### src/rtl/call_frame_ctrl_pkg.sv
// call_frame_ctrl_pkg: request, response, state and SuperStack op/status encodings for call_frame_ctrl
package call_frame_ctrl_pkg;
  localparam logic OP_CALL = 1'b0;
  localparam logic OP_RETURN = 1'b1;
  typedef enum logic [2:0] {
    RSP_OK = 3'd0,
    RSP_FRAME_OVERFLOW = 3'd1,
    RSP_FRAME_UNDERFLOW = 3'd2,
    RSP_BAD_ARGS = 3'd3,
    RSP_BAD_RESULTS = 3'd4,
    RSP_STACK_ERROR = 3'd5
  } rsp_status_t;
  typedef enum logic [2:0] {
    IDLE = 3'd0,
    CALL_SET = 3'd1,
    RET_FETCH = 3'd2,
    RET_TRIM = 3'd3,
    RET_DONE = 3'd4,
    RESP = 3'd5
  } state_t;
  localparam logic [2:0] STK_NONE = 3'd0;
  localparam logic [2:0] STK_PUSH = 3'd1;
  localparam logic [2:0] STK_POP = 3'd2;
  localparam logic [2:0] STK_INDEX_RESET = 3'd3;
  localparam logic [2:0] STK_INDEX_RESET_AND_PUSH = 3'd4;
  localparam logic [2:0] STK_ST_OK = 3'd0;
  localparam logic [2:0] STK_ST_OVERFLOW = 3'd1;
  localparam logic [2:0] STK_ST_UNDERFLOW = 3'd2;
  localparam logic [2:0] STK_ST_BAD_INDEX = 3'd3;
endpackage

### src/rtl/call_frame_ctrl_frame_mem.sv
// frame_mem: synchronous LIFO of {limit, ret_addr} frames, 2^FRAMES deep, with count output
module frame_mem #(
  parameter int W = 24,
  parameter int FRAMES = 5
) (
  input  logic              clk,
  input  logic              reset,
  input  logic              push,
  input  logic              pop,
  input  logic [W-1:0]      din,
  output logic [W-1:0]      top,
  output logic [FRAMES:0]   count
);
  logic [W-1:0] mem [2**FRAMES];
  assign top = mem[count[FRAMES-1:0] - FRAMES'(1)];
  always_ff @(posedge clk)
    if (push) mem[count[FRAMES-1:0]] <= din;
  always_ff @(posedge clk)
    if (reset) count <= '0;
    else count <= count + (FRAMES+1)'(push) - (FRAMES+1)'(pop);
endmodule

### src/rtl/call_frame_ctrl.sv
// call_frame_ctrl: CALL/RETURN sequencer fencing SuperStack frames; CALL_FRAME_RESULT_CHECK_EN enables the RETURN result-count check
module call_frame_ctrl
  import call_frame_ctrl_pkg::*;
#(
  parameter int WIDTH = 32,
  parameter int DEPTH = 7,
  parameter int FRAMES = 5,
  parameter int ADDR_WIDTH = 16
) (
  input  logic                  clk,
  input  logic                  reset,
  input  logic                  req_valid,
  output logic                  req_ready,
  input  logic                  req_op,
  input  logic [DEPTH:0]        req_args,
  input  logic                  req_results,
  input  logic [ADDR_WIDTH-1:0] req_ret_addr,
  output logic                  rsp_valid,
  output logic [2:0]            rsp_status,
  output logic [ADDR_WIDTH-1:0] rsp_ret_addr,
  output logic                  stk_busy,
  output logic [2:0]            stk_op,
  output logic [WIDTH-1:0]      stk_data,
  output logic [DEPTH:0]        stk_new_index,
  output logic [DEPTH:0]        stk_underflow_limit,
  input  logic [DEPTH:0]        stk_index,
  input  logic [WIDTH-1:0]      stk_out,
  input  logic [2:0]            stk_status
);
  localparam int IW = DEPTH + 1;
  localparam int FW = IW + ADDR_WIDTH;
  state_t state, state_nx;
  rsp_status_t rsp_code, fail_code;
  logic [IW-1:0] limit, base, avail;
  logic [ADDR_WIDTH-1:0] ret_addr;
  logic [FW-1:0] top;
  logic [FRAMES:0] count;
  logic results, accept, push, pop, bad_res;
  frame_mem #(.W(FW), .FRAMES(FRAMES)) u_frames (
    .clk(clk),
    .reset(reset),
    .push(push),
    .pop(pop),
    .din({limit, ret_addr}),
    .top(top),
    .count(count)
  );
  assign avail = stk_index - limit;
  assign accept = req_valid && req_ready;
  assign req_ready = state == IDLE;
  assign rsp_valid = state == RESP;
  assign stk_busy = state != IDLE && state != RESP;
  assign rsp_status = rsp_code;
  assign stk_underflow_limit = limit;
`ifdef CALL_FRAME_RESULT_CHECK_EN
  assign bad_res = avail != IW'(req_results);
`else
  assign bad_res = 1'b0;
`endif
  // first failing check wins; comparing before subtracting keeps the new limit from wrapping
  assign fail_code = req_op == OP_CALL
    ? (count[FRAMES] ? RSP_FRAME_OVERFLOW : req_args > avail ? RSP_BAD_ARGS : RSP_OK)
    : (count == '0 ? RSP_FRAME_UNDERFLOW : bad_res ? RSP_BAD_RESULTS : RSP_OK);
  always_comb begin
    state_nx = state;
    stk_op = STK_NONE;
    stk_data = '0;
    stk_new_index = '0;
    push = 1'b0;
    pop = 1'b0;
    case (state)
      IDLE: if (accept) state_nx = fail_code != RSP_OK ? RESP : req_op == OP_CALL ? CALL_SET : RET_FETCH;
      CALL_SET: begin
        push = 1'b1;
        state_nx = RESP;
      end
      RET_FETCH: state_nx = RET_TRIM;
      RET_TRIM: begin
        pop = 1'b1;
        stk_op = results ? STK_INDEX_RESET_AND_PUSH : STK_INDEX_RESET;
        stk_data = results ? stk_out : '0;
        stk_new_index = limit;
        state_nx = RET_DONE;
      end
      RET_DONE: state_nx = RESP;
      default: state_nx = IDLE;
    endcase
  end
  always_ff @(posedge clk)
    if (reset) begin
      state <= IDLE;
      limit <= '0;
      base <= '0;
      results <= 1'b0;
      ret_addr <= '0;
      rsp_code <= RSP_OK;
      rsp_ret_addr <= '0;
    end else begin
      state <= state_nx;
      if (accept) begin
        base <= stk_index - req_args;
        results <= req_results;
        ret_addr <= req_ret_addr;
        if (fail_code != RSP_OK) rsp_code <= fail_code;
      end
      if (push) begin
        limit <= base;
        rsp_code <= RSP_OK;
      end
      if (pop) begin
        limit <= top[FW-1 -: IW];
        rsp_ret_addr <= top[ADDR_WIDTH-1:0];
      end
      if (state == RET_DONE)
        rsp_code <= stk_status == STK_ST_OVERFLOW || stk_status == STK_ST_BAD_INDEX ? RSP_STACK_ERROR : RSP_OK;
    end
endmodule

### config.mk
export PLATFORM = sky130hd
export DESIGN_NAME = call_frame_ctrl
export DESIGN_NICKNAME = d
export VERILOG_FILES = /design/src/rtl/call_frame_ctrl_pkg.sv /design/src/rtl/call_frame_ctrl_frame_mem.sv /design/src/rtl/call_frame_ctrl.sv
export SDC_FILE = /design/constraint.sdc
export NUM_CORES = 1
export LEC_CHECK = 0
export CORE_AREA = 5 5 340 342
export DETAILED_ROUTE_END_ITERATION = 6
export DIE_AREA = 0 0 345 347
export PLACE_DENSITY = 0.43
export SLEW_MARGIN = 25
export SYNTH_ARGS = -nofsm -noshare
export SYNTH_HDL_FRONTEND = slang
export SYNTH_HIERARCHICAL = 1
export SYNTH_SLANG_ARGS = --single-unit
### constraint.sdc
create_clock -name clk -period 5.72 [get_ports clk]
set_input_delay 0.858 -clock clk [delete_from_list [all_inputs] [get_ports clk]]
set_output_delay 0.858 -clock clk [all_outputs]
set_load 0.02 [all_outputs]
* Word-level counts from Yosys, hierarchy flattened
Memories as Yosys holds them, arrays and structs flattened. Index checks and enable logic that the tools add are counted. W data, S select, Z words.
Word-level totals: register bits after elaboration 61, memory bits (writable) 768, memories kept 1
Memories:
- u_frames.mem | depth 32, bits a word 24, read ports 1, clocked after memory_dff 0, write ports 1, RTL line call_frame_ctrl_frame_mem.sv:14 | logic [W-1:0] mem [2**FRAMES];
Cells by class: add/sub/neg operators 5, $lt $le $gt $ge 1, eq/ne operators 9, mux-type cells 24, reductions and logical operators 12
Operators by type and width (number):
- $mux W32 | 2
- $mux W3 | 9
- $mux W8 | 3
- $sub A8 B8 Y8 | 2
- $pmux W3 S4 | 1
- $reduce_bool A3 Y1 | 4
- $mux W2 | 5
- $eq A3 B2 Y1 const B | 3
- $gt A8 B8 Y1 | 1
- $add A6 B1 Y6 | 1
- $eq A3 B1 Y1 const B | 2
- $eq A3 B3 Y1 const B | 2
- $logic_not A6 Y1 | 1
- $sub A6 B1 Y6 | 1
- $sub A5 B1 Y5 const B | 1
- $mux W1 | 4
- $logic_not A3 Y1 | 1
- $ne A3 B3 Y1 const B | 1
- $logic_and A1 B1 Y1 | 2
- $ne A2 B1 Y1 const B | 1
- $reduce_and A2 Y1 | 1
- $reduce_bool A2 Y1 | 1
- $reduce_or A2 Y1 | 1
- $logic_or A1 B1 Y1 | 1

* Depth between registers and ports, before layout
Gate-level depths: netlist of run 1.
depth in word-level cells 10, depth in mapped cells 15, gate-level depth less buffers 15

* By module
The synthesis of run 1 kept the hierarchy.
By module, submodules not included:
- frame_mem | instances 1, cells each 1307, area an instance 30120.1 um^2, sequential area each 23182.2 um^2
- call_frame_ctrl | instances 1, cells each 416, area an instance 3275.6 um^2, sequential area each 1101.1 um^2

* Worst setup path before layout of run 1
OpenSTA, ideal clock, no wires.
kind reg-to-reg, start point register limit[0] (netlist: stk_underflow_limit[0]), end point register state[2], setup time 116 ps, data arrival time 3255 ps, path slack 2349 ps, stages on the path, launching flop included 15, buffers on the path 0, cells stage by stage dfxtp_1 > ha_1 > inv_1 > fa_1 > a21o_1 > a21oi_1 > o21bai_1 > a21oi_1 > xor2_1 > ha_1 > nand4_1 > o21ai_0 > nand2b_1 > nand3_1 > a41o_1
Between the ends: word-level cells in the longest chain between the ends 9
Ends and longest elaborated chain:
- from (decl) | RTL line call_frame_ctrl.sv:34 | logic [IW-1:0] limit, base, avail;
- from (signal assigned) | RTL line call_frame_ctrl.sv:107 | limit <= base;
- from (signal assigned) | RTL line call_frame_ctrl.sv:111 | limit <= top[FW-1 -: IW];
- $sub A8 B8 Y8 | RTL line call_frame_ctrl.sv:48 | assign avail = stk_index - limit;
- $gt A8 B8 Y1 | RTL line call_frame_ctrl.sv:62 | ? (count[FRAMES] ? RSP_FRAME_OVERFLOW : req_args > avail ? RSP_BAD_ARGS : RSP_OK)
- $mux W2 (3 in series) | RTL line call_frame_ctrl.sv:62
- $reduce_bool A3 Y1 | RTL line call_frame_ctrl.sv:72 | IDLE: if (accept) state_nx = fail_code != RSP_OK ? RESP : req_op == OP_CALL ? CALL_SET : RET_FETCH;
- $mux W3 (2 in series) | RTL line call_frame_ctrl.sv:72
- $pmux W3 S4 | RTL line call_frame_ctrl.sv:71 | case (state)
- to (signal assigned) | RTL line call_frame_ctrl.sv:99 | state <= state_nx;
- to (decl) | RTL line call_frame_ctrl.sv:32 | state_t state, state_nx;
No other way between the ends. The select of a mux whose other input is x is not followed. A chain may end at the register's enable or synchronous reset.

* Worst setup path in the final report of run 1
start point register u_frames.count[2], end point register limit[1] (netlist: stk_underflow_limit[1])
Between the ends: word-level cells in the longest chain between the ends 3
Ends and longest elaborated chain:
- from (decl) | RTL line call_frame_ctrl_frame_mem.sv:12 | output logic [FRAMES:0] count
- from (signal assigned) | RTL line call_frame_ctrl_frame_mem.sv:20 | else count <= count + (FRAMES+1)'(push) - (FRAMES+1)'(pop);
- $sub A5 B1 Y5 | RTL line call_frame_ctrl_frame_mem.sv:15 | assign top = mem[count[FRAMES-1:0] - FRAMES'(1)];
- $mem_v2 Z32 W24
- net top[17] | RTL line call_frame_ctrl.sv:36 | logic [FW-1:0] top;
- $mux W8 | RTL line call_frame_ctrl.sv:110 | if (pop) begin
The timed path passes the listed nets, and every way through them passes these cells.

==> results of run 1 <==
## power breakdown
| group | total (mW) | internal, mW | switching [mW] |
|---|---|---|---|
| clock network | 5.58 | 3.21 | 2.37 |
| registers | 7.57 | 7.18 | 0.388 |
| logic | 7.52 | 3.11 | 4.41 |
## worst max-delay path by stage
stage                                        start  slack [ns]                             endpoint
4_1_cts                      state[0]$_SDFFE_PP0P_        1.55                         stk_data[11]
2_1_floorplan  stk_underflow_limit[0]$_SDFFE_PP0P_        2.35                state[2]$_SDFFE_PP0P_
6_report              u_frames/count[2]$_SDFF_PP0_        1.65  stk_underflow_limit[1]$_SDFFE_PP0P_
3_5_place_dp                          stk_index[0]        1.56                state[2]$_SDFFE_PP0P_
3_3_place_gp          u_frames/count[0]$_SDFF_PP0_        1.52         rsp_ret_addr[8]$_SDFFE_PP0P_
5_1_grt               u_frames/count[2]$_SDFF_PP0_        1.29         rsp_ret_addr[0]$_SDFFE_PP0P_
## stage by stage
step | utilization (%) | instance area [um2] | std cells
final | 35.6 | 39800 | 3510
after global routing | 35.6 | 39800 | 3510
after CTS | 35.5 | 39800 | 3510
after detailed placement | 33.0 | 37000 | 3340
after global placement | 33.0 | 37000 | 3340
after floorplan | - | 33400 | 1723
## kinds of logic (layout without fill, tap and decap cells)
kind of cell | count (synthesis) | count (layout) | share of synthesized area [%]
fa+ha+maj | 43 | 43 | 1.67
simple gates | 288 | 288 | 4.01
mux | 272 | 272 | 15.3
flops | 829 | 829 | 72.7
xor+xnor | 14 | 14 | 0.446
compound gates | 154 | 154 | 3.73
buf+inv | 123 | 410 | 2.09
## tightest hold or removal path: stages, from the launching register on
cell and delay (ns):
dfxtp_1 0.31, nand2_1 0.05, a21oi_1 0.05
## sequential cells by signal, summed over array words and instances, names as in the netlist
name	cells
rsp_status	3
ret_addr	16
base	8
stk_underflow_limit	8
results	1
u_frames/count	6
rsp_ret_addr	16
u_frames/mem	768
state	3
## area by class of cell
| class | count | area, um2 | area share [%] |
|---|---|---|---|
| multi-input combinational | 771 | 8720 | 21.9 |
| sequential | 829 | 24300 | 61.0 |
| timing repair buffer | 206 | 1970 | 4.96 |
| clock buffer | 119 | 2450 | 6.16 |
| clock inverter | 51 | 384 | 0.964 |
| inverter | 34 | 129 | 0.323 |
| tap | 1500 | 1880 | 4.71 |
## metal layers
layer	global-route usage, %	routed length [um]	up-vias
met4	3.82	1950	0
met1	21.1	41700	9195
li1	-	-	7417
met2	25.2	44800	434
met3	2.64	4270	102
met5	0	0	-
## cell usage after synthesis, types with 3 or more instances
cell type  number
xor2_1          5
mux2i_1        80
a221oi_2       20
dfxtp_1        61
buf_2          26
and2_1         34
fa_1            3
edfxtp_1      768
buf_4          17
a21oi_1        51
mux4_2        192
xnor2_1         7
nor3_1          9
a31oi_1         5
a211oi_1       11
nand2b_1        5
buf_6          13
inv_1          29
a21o_1          4
o21ai_0        10
o211ai_1        4
nand3b_1        5
and3_1          6
ha_1           39
nor2_1         62
nand3_1         9
a221oi_1        4
nand2_1       133
clkbuf_1       28
a32o_1         24
o2bb2ai_1       3
nor2b_1         9
==> Implementation_results.wiki, run 1 <==
{| class="wikitable"
! Metric !! Value
|-
| Routed wire per std cell || 26.4 um
|-
| Slew @ Worst Pin || 0.919 ns
|-
| Vias in the first global route || 18400
|-
| Arrival time at the worst endpoint || 4.61 ns
|-
| Critical path fanouts, max || 44
|-
| Chip Height || 347 um
|-
| Hold Vio Cnt, Final || 0
|-
| Number of primary I/O pins || 145
|-
| Outcome || complete, no violations
|-
| Final-report max-slew violation count || 0
|-
| Number of clock sinks || 829
|-
| Worst hold endpoint || base[3]$_SDFFE_PP0P_
|-
| Total Power Consumption || 20.7 mW
|-
| Syn Inst Count || 1723
|-
| Top cells by area, synth || edfxtp_1, mux4_2, dfxtp_1
|-
| Overall global routing resource usage || 15.3%
|-
| Largest net degree at the start of global routing || 95
|-
| Layout fillers || 10600
|-
| Worst slew margin relative to its limit || 38.7%
|-
| Area share of the leading cell type in the synthesized netlist || 69.1%
|-
| Cell-by-cell listing of the critical path || clkinv_1 -> ha_1 -> a21boi_4 -> xnor2_4 -> buf_12 -> mux2i_1 -> a221oi_2 -> mux2i_1 -> a211oi_1
|-
| FFs w/ async S/R, synth || 0%
|-
| Critical Path Sink Type || flop
|-
| Hold slack final || 0.454 ns
|-
| Final setup vio count || 0
|-
| Number of routed nets with antenna violations || 0
|-
| Starting utilization of the core area || 29.8%
|-
| Antenna Diode Count || 0
|-
| Number of gates given a new drive strength after cts || 0
|-
| Via count of the routed design || 17100
|-
| Worst slack, placed || 1.56 ns
|-
| Static Leakage || 12.8 nW
|-
| Number of antenna violations at the first check in global routing || 2
|-
| Most numerous cell on the critical path || mux2i_1
|-
| Reg2Reg Setup Slack || 1.65 ns
|-
| Count of flip-flops with a built-in enable after synthesis || 768
|-
| Number of buffers inserted to repair setup after CTS || 0
|-
| Synthesis warning total || 6
|-
| Buffers and inverters on the worst path || 2
|-
| Final setup skew || 0.0267 ns
|-
| Die outline width || 345 um
|-
| Longest Clk Path Bufs || 3
|-
| First-pass GRT wire length || 133000 um
|-
| Clock transition at the register clock pins on the worst setup and hold paths after CTS || 0.06 ns
|-
| Number of levels the H-tree was split into || 3
|-
| Synth Flop Type || edfxtp_1
|-
| Half-perimeter wire length of the detailed placement result || 53500 um
|-
| CTS tree || built
|-
| Startpoint of the worst register-to-register path || u_frames/count[2]$_SDFF_PP0_
|-
| Number of buffers inserted by port buffering || 143
|-
| Number of distinct library cells after synthesis || 68
|-
| Proportion of synthesized chip area in sequential cells || 72.7%
|-
| Net count of the mapped netlist || 1837
|-
| TritonCTS buffer count || 90
|-
| Worst-case setup margin in the final layout || 1.65 ns
|-
| Netlist area before placement || 33400 um2
|-
| Std cell rows || 123
|-
| Path depth of the worst reg2reg path || 9
|-
| Quantity of hold-fixing buffers added after cts || 0
|-
| Required time of the worst setup path || 6.26 ns
|-
| Crit path max-delay cell type || a221oi_2
|-
| Type of the most critical hold path || flop to flop
|-
| Synth-to-layout area growth || 19.3%
|-
| Most frequent cells in the layout || edfxtp_1, mux4_2, clkdlybuf4s50_1
|-
| DR iter-0 viols || 1164
|-
| Final critical-path required period || 4.07 ns
|-
| Leading cell type in the layout, fill and taps excluded || edfxtp_1
|-
| Via density || 4.89
|-
| Kind of cell adding the most delay to the critical path || compound AO/OA/AOI/OAI gates
|-
| Drc violations || 0
|-
| Peak clock frequency supported by timing || 245 MHz
|-
| Routability cong. || 0.718
|-
| Global-route congestion overflow total || 0
|-
| Maximum cell stage delay along the critical path || 0.66 ns
|-
| Full die area || 120000 um2
|-
| Core region area || 112000 um2
|-
| Reg2reg end || stk_underflow_limit[1]$_SDFFE_PP0P_
|-
| Drt first pass iters || 5
|-
| Worst min-delay path startpoint || base[3]$_SDFFE_PP0P_
|-
| Crit share post-route || 71.2%
|-
| Clock latency reported for the late side of the worst-skew pair || 0.65 ns
|-
| Final #Nets || 2046
|-
| Clock root cell || clkbuf_16
|-
| Drt total wl || 92700 um
|-
| Crit Path Category || flop to flop
|-
| Ratio of total power to cell area || 519 nW/um2
|-
| Synthesized flop and latch total || 829
|-
| Total negative slack || 0 ns
|-
| Mean instance size in the synthesized netlist || 19.4 um2
|-
| Worst hold stages || 2
|-
| Yosys top cell by area || edfxtp_1
|-
| Share of cells above drive strength 1 || 23.3%
|-
| Max-Cap Viols || 0
|-
| RSZ-0062 raised after global routing || no
|-
| Startpoint type of the worst setup path || flop
|-
| WP depth || 9
|-
| Maximum ir drop on the vdd rail || 0.443 mV
|}
Note: power is estimated with default switching activity, not from simulation.
==> run 2: changes to the inputs <==
--- a/config.mk
+++ b/config.mk
@@ -8,7 +8,7 @@
 export CORE_AREA = 5 5 340 342
 export DETAILED_ROUTE_END_ITERATION = 6
 export DIE_AREA = 0 0 345 347
-export PLACE_DENSITY = 0.43
+export PLACE_DENSITY = 0.45
 export SLEW_MARGIN = 25
 export SYNTH_ARGS = -nofsm -noshare
 export SYNTH_HDL_FRONTEND = slang
==> constraint.sdc (replaced) <==
create_clock -name clk -period 3.5 [get_ports clk]
set_input_delay 0.525 -clock clk [delete_from_list [all_inputs] [get_ports clk]]
set_output_delay 0.525 -clock clk [all_outputs]
set_load 0.02 [all_outputs]
==> Implementation_results.wiki, run 2 (same netlist as run 1, synthesis figures left out) <==
{| class="wikitable"
! Metric !! Value
|-
| Outcome || complete, no violations
|-
| Static Leakage || 13.0 nW
|-
| Overall global routing resource usage || 14.5%
|-
| Arrival time at the worst endpoint || 2.79 ns
|-
| DR iter-0 viols || 1014
|-
| Worst slack, placed || -0.219 ns
|-
| Number of antenna violations at the first check in global routing || 0
|-
| Ratio of total power to cell area || 847 nW/um2
|-
| Number of clock sinks || 829
|-
| Drt total wl || 87600 um
|-
| Die outline width || 345 um
|-
| Worst hold endpoint || base[4]$_SDFFE_PP0P_
|-
| Final core utilization || 36.0%
|-
| Reg2reg end || rsp_ret_addr[2]$_SDFFE_PP0P_
|-
| RSZ-0062 raised after global routing || no
|-
| Kind of cell adding the most delay to the critical path || buffers and inverters
|-
| Drt first pass iters || 5
|-
| Chip Height || 347 um
|-
| Type of the most critical hold path || primary input to flop
|-
| Clock latency reported for the late side of the worst-skew pair || 0.66 ns
|-
| Max-Cap Viols || 0
|-
| Number of routed nets with antenna violations || 0
|-
| TritonCTS buffer count || 89
|-
| Crit Path Category || flop to primary output
|-
| Quantity of hold-fixing buffers added after cts || 0
|-
| Starting utilization of the core area || 29.8%
|-
| Crit path max-delay cell type || clkdlybuf4s50_1
|-
| Number of levels the H-tree was split into || 3
|-
| Number of buffers inserted by port buffering || 143
|-
| First-pass GRT wire length || 128000 um
|-
| Required time of the worst setup path || 2.97 ns
|-
| Share of cells above drive strength 1 || 24.1%
|-
| Cell-by-cell listing of the critical path || nor2b_2 -> and3_1 -> buf_4 -> and2_1 -> clkdlybuf4s50_1
|-
| CTS tree || built
|-
| Peak clock frequency supported by timing || 301 MHz
|-
| Std cell rows || 123
|-
| Maximum cell stage delay along the critical path || 0.61 ns
|-
| Synth-to-layout area growth || 20.9%
|-
| Antenna Diode Count || 0
|-
| Number of buffers inserted to repair setup after CTS || 0
|-
| Worst-case setup margin in the final layout || 0.182 ns
|-
| Worst hold stages || 3
|-
| Worst min-delay path startpoint || reset
|-
| Hold Vio Cnt, Final || 0
|-
| Worst slew margin relative to its limit || 34.5%
|-
| Global-route congestion overflow total || 0
|-
| Most frequent cells in the layout || edfxtp_1, mux4_2, clkdlybuf4s50_1
|-
| Clock transition at the register clock pins on the worst setup and hold paths after CTS || 0.06 ns
|-
| Longest Clk Path Bufs || 3
|-
| Critical Path Sink Type || primary output
|-
| Full die area || 120000 um2
|-
| Largest net degree at the start of global routing || 96
|-
| Via count of the routed design || 17100
|-
| Maximum ir drop on the vdd rail || 0.623 mV
|-
| Largest register FFs || 768
|-
| Final #Nets || 2069
|-
| Final setup skew || 0.0264 ns
|-
| Routed wire per std cell || 24.8 um
|-
| Final-report max-slew violation count || 0
|-
| Final Instance Count excl. Fillers || 3531
|-
| Buffers and inverters on the worst path || 2
|-
| Slew @ Worst Pin || 0.982 ns
|-
| Layout fillers || 10500
|-
| Startpoint type of the worst setup path || flop
|-
| Vias in the first global route || 18500
|-
| Half-perimeter wire length of the detailed placement result || 52900 um
|-
| Final critical-path required period || 3.32 ns
|-
| Total negative slack || 0 ns
|-
| Path depth of the worst reg2reg path || 10
|-
| Routability cong. || 0.749
|-
| Via density || 4.83
|-
| Placed cell count || 3364
|-
| Startpoint of the worst register-to-register path || u_frames/count[1]$_SDFF_PP0_
|-
| Crit share post-route || 94.8%
|-
| Leading cell type in the layout, fill and taps excluded || edfxtp_1
|-
| Critical path fanouts, max || 33
|-
| Drc violations || 0
|-
| Reg2Reg Setup Slack || 0.35 ns
|-
| Core region area || 112000 um2
|-
| Number of primary I/O pins || 145
|-
| Final setup vio count || 0
|-
| Clock root cell || clkbuf_16
|}
==> run 2: worst max path at each step <==
stage | from | end | slack [ns] | depth (start not counted)
3_5_place_dp | stk_index[0] | state[2]$_SDFFE_PP0P_ | -0.22 | 16
5_1_grt | state[0]$_SDFFE_PP0P_ | stk_data[23] | 0.0009 | 5
3_3_place_gp | stk_index[0] | state[2]$_SDFFE_PP0P_ | -0.24 | 16
4_1_cts | state[0]$_SDFFE_PP0P_ | stk_data[23] | 0.1 | 5
6_report | state[0]$_SDFFE_PP0P_ | stk_data[30] | 0.18 | 5
2_1_floorplan | stk_underflow_limit[0]$_SDFFE_PP0P_ | state[2]$_SDFFE_PP0P_ | 0.13 | 14
==> run 2: power by group <==
group / internal [mW] / switching [mW] / leakage, nW / total (mW)
Combinational: 5.43 / 7.37 / 4.01 / 12.8
Clock: 5.32 / 3.88 / 1.41 / 9.20
Sequential: 11.7 / 0.461 / 7.58 / 12.2
Total: 22.5 / 11.7 / 13.0 / 34.2
==> run 2: final cells by class <==
cell class	count	area, um2	area share, %
multi-input combinational	771	8720	21.6
tap	1500	1880	4.65
timing repair buffer	230	2450	6.08
sequential	829	24300	60.2
inverter	34	129	0.319
clock buffer	121	2420	5.99
clock inverter	46	459	1.14
==> run 2: through the flow <==
stage	hold WS, ns	instance area, um2	total power, mW
global route	0.408	40400	35.9
global placement	0.450	37500	25.5
finish	0.387	40400	34.2
CTS	0.351	40400	34.8
floorplan	0.431	33400	20.8
detailed placement	0.451	37500	25.6
==> run 2: metal layers <==
| layer | up-vias | part of all wire, % | track usage (%) |
|---|---|---|---|
| met4 | 0 | 3.2 | 4.86 |
| li1 | 7458 | - | - |
| met5 | - | 0 | 0 |
| met1 | 9108 | 44 | 19.0 |
| met3 | 135 | 3.7 | 2.46 |
| met2 | 355 | 50 | 24.5 |
==> run 2: repair_timing <==
item                       CTS  global route
setup endpoints to repair   32             0
gates resized for setup      1             0
hold endpoints to repair     0             0
==> run 2: worst min-delay path, delay by kind of cell <==
family | cells | cell delay [ns]
buffers and inverters | 2 | 0.31
AND/OR/NAND/NOR | 1 | 0.16
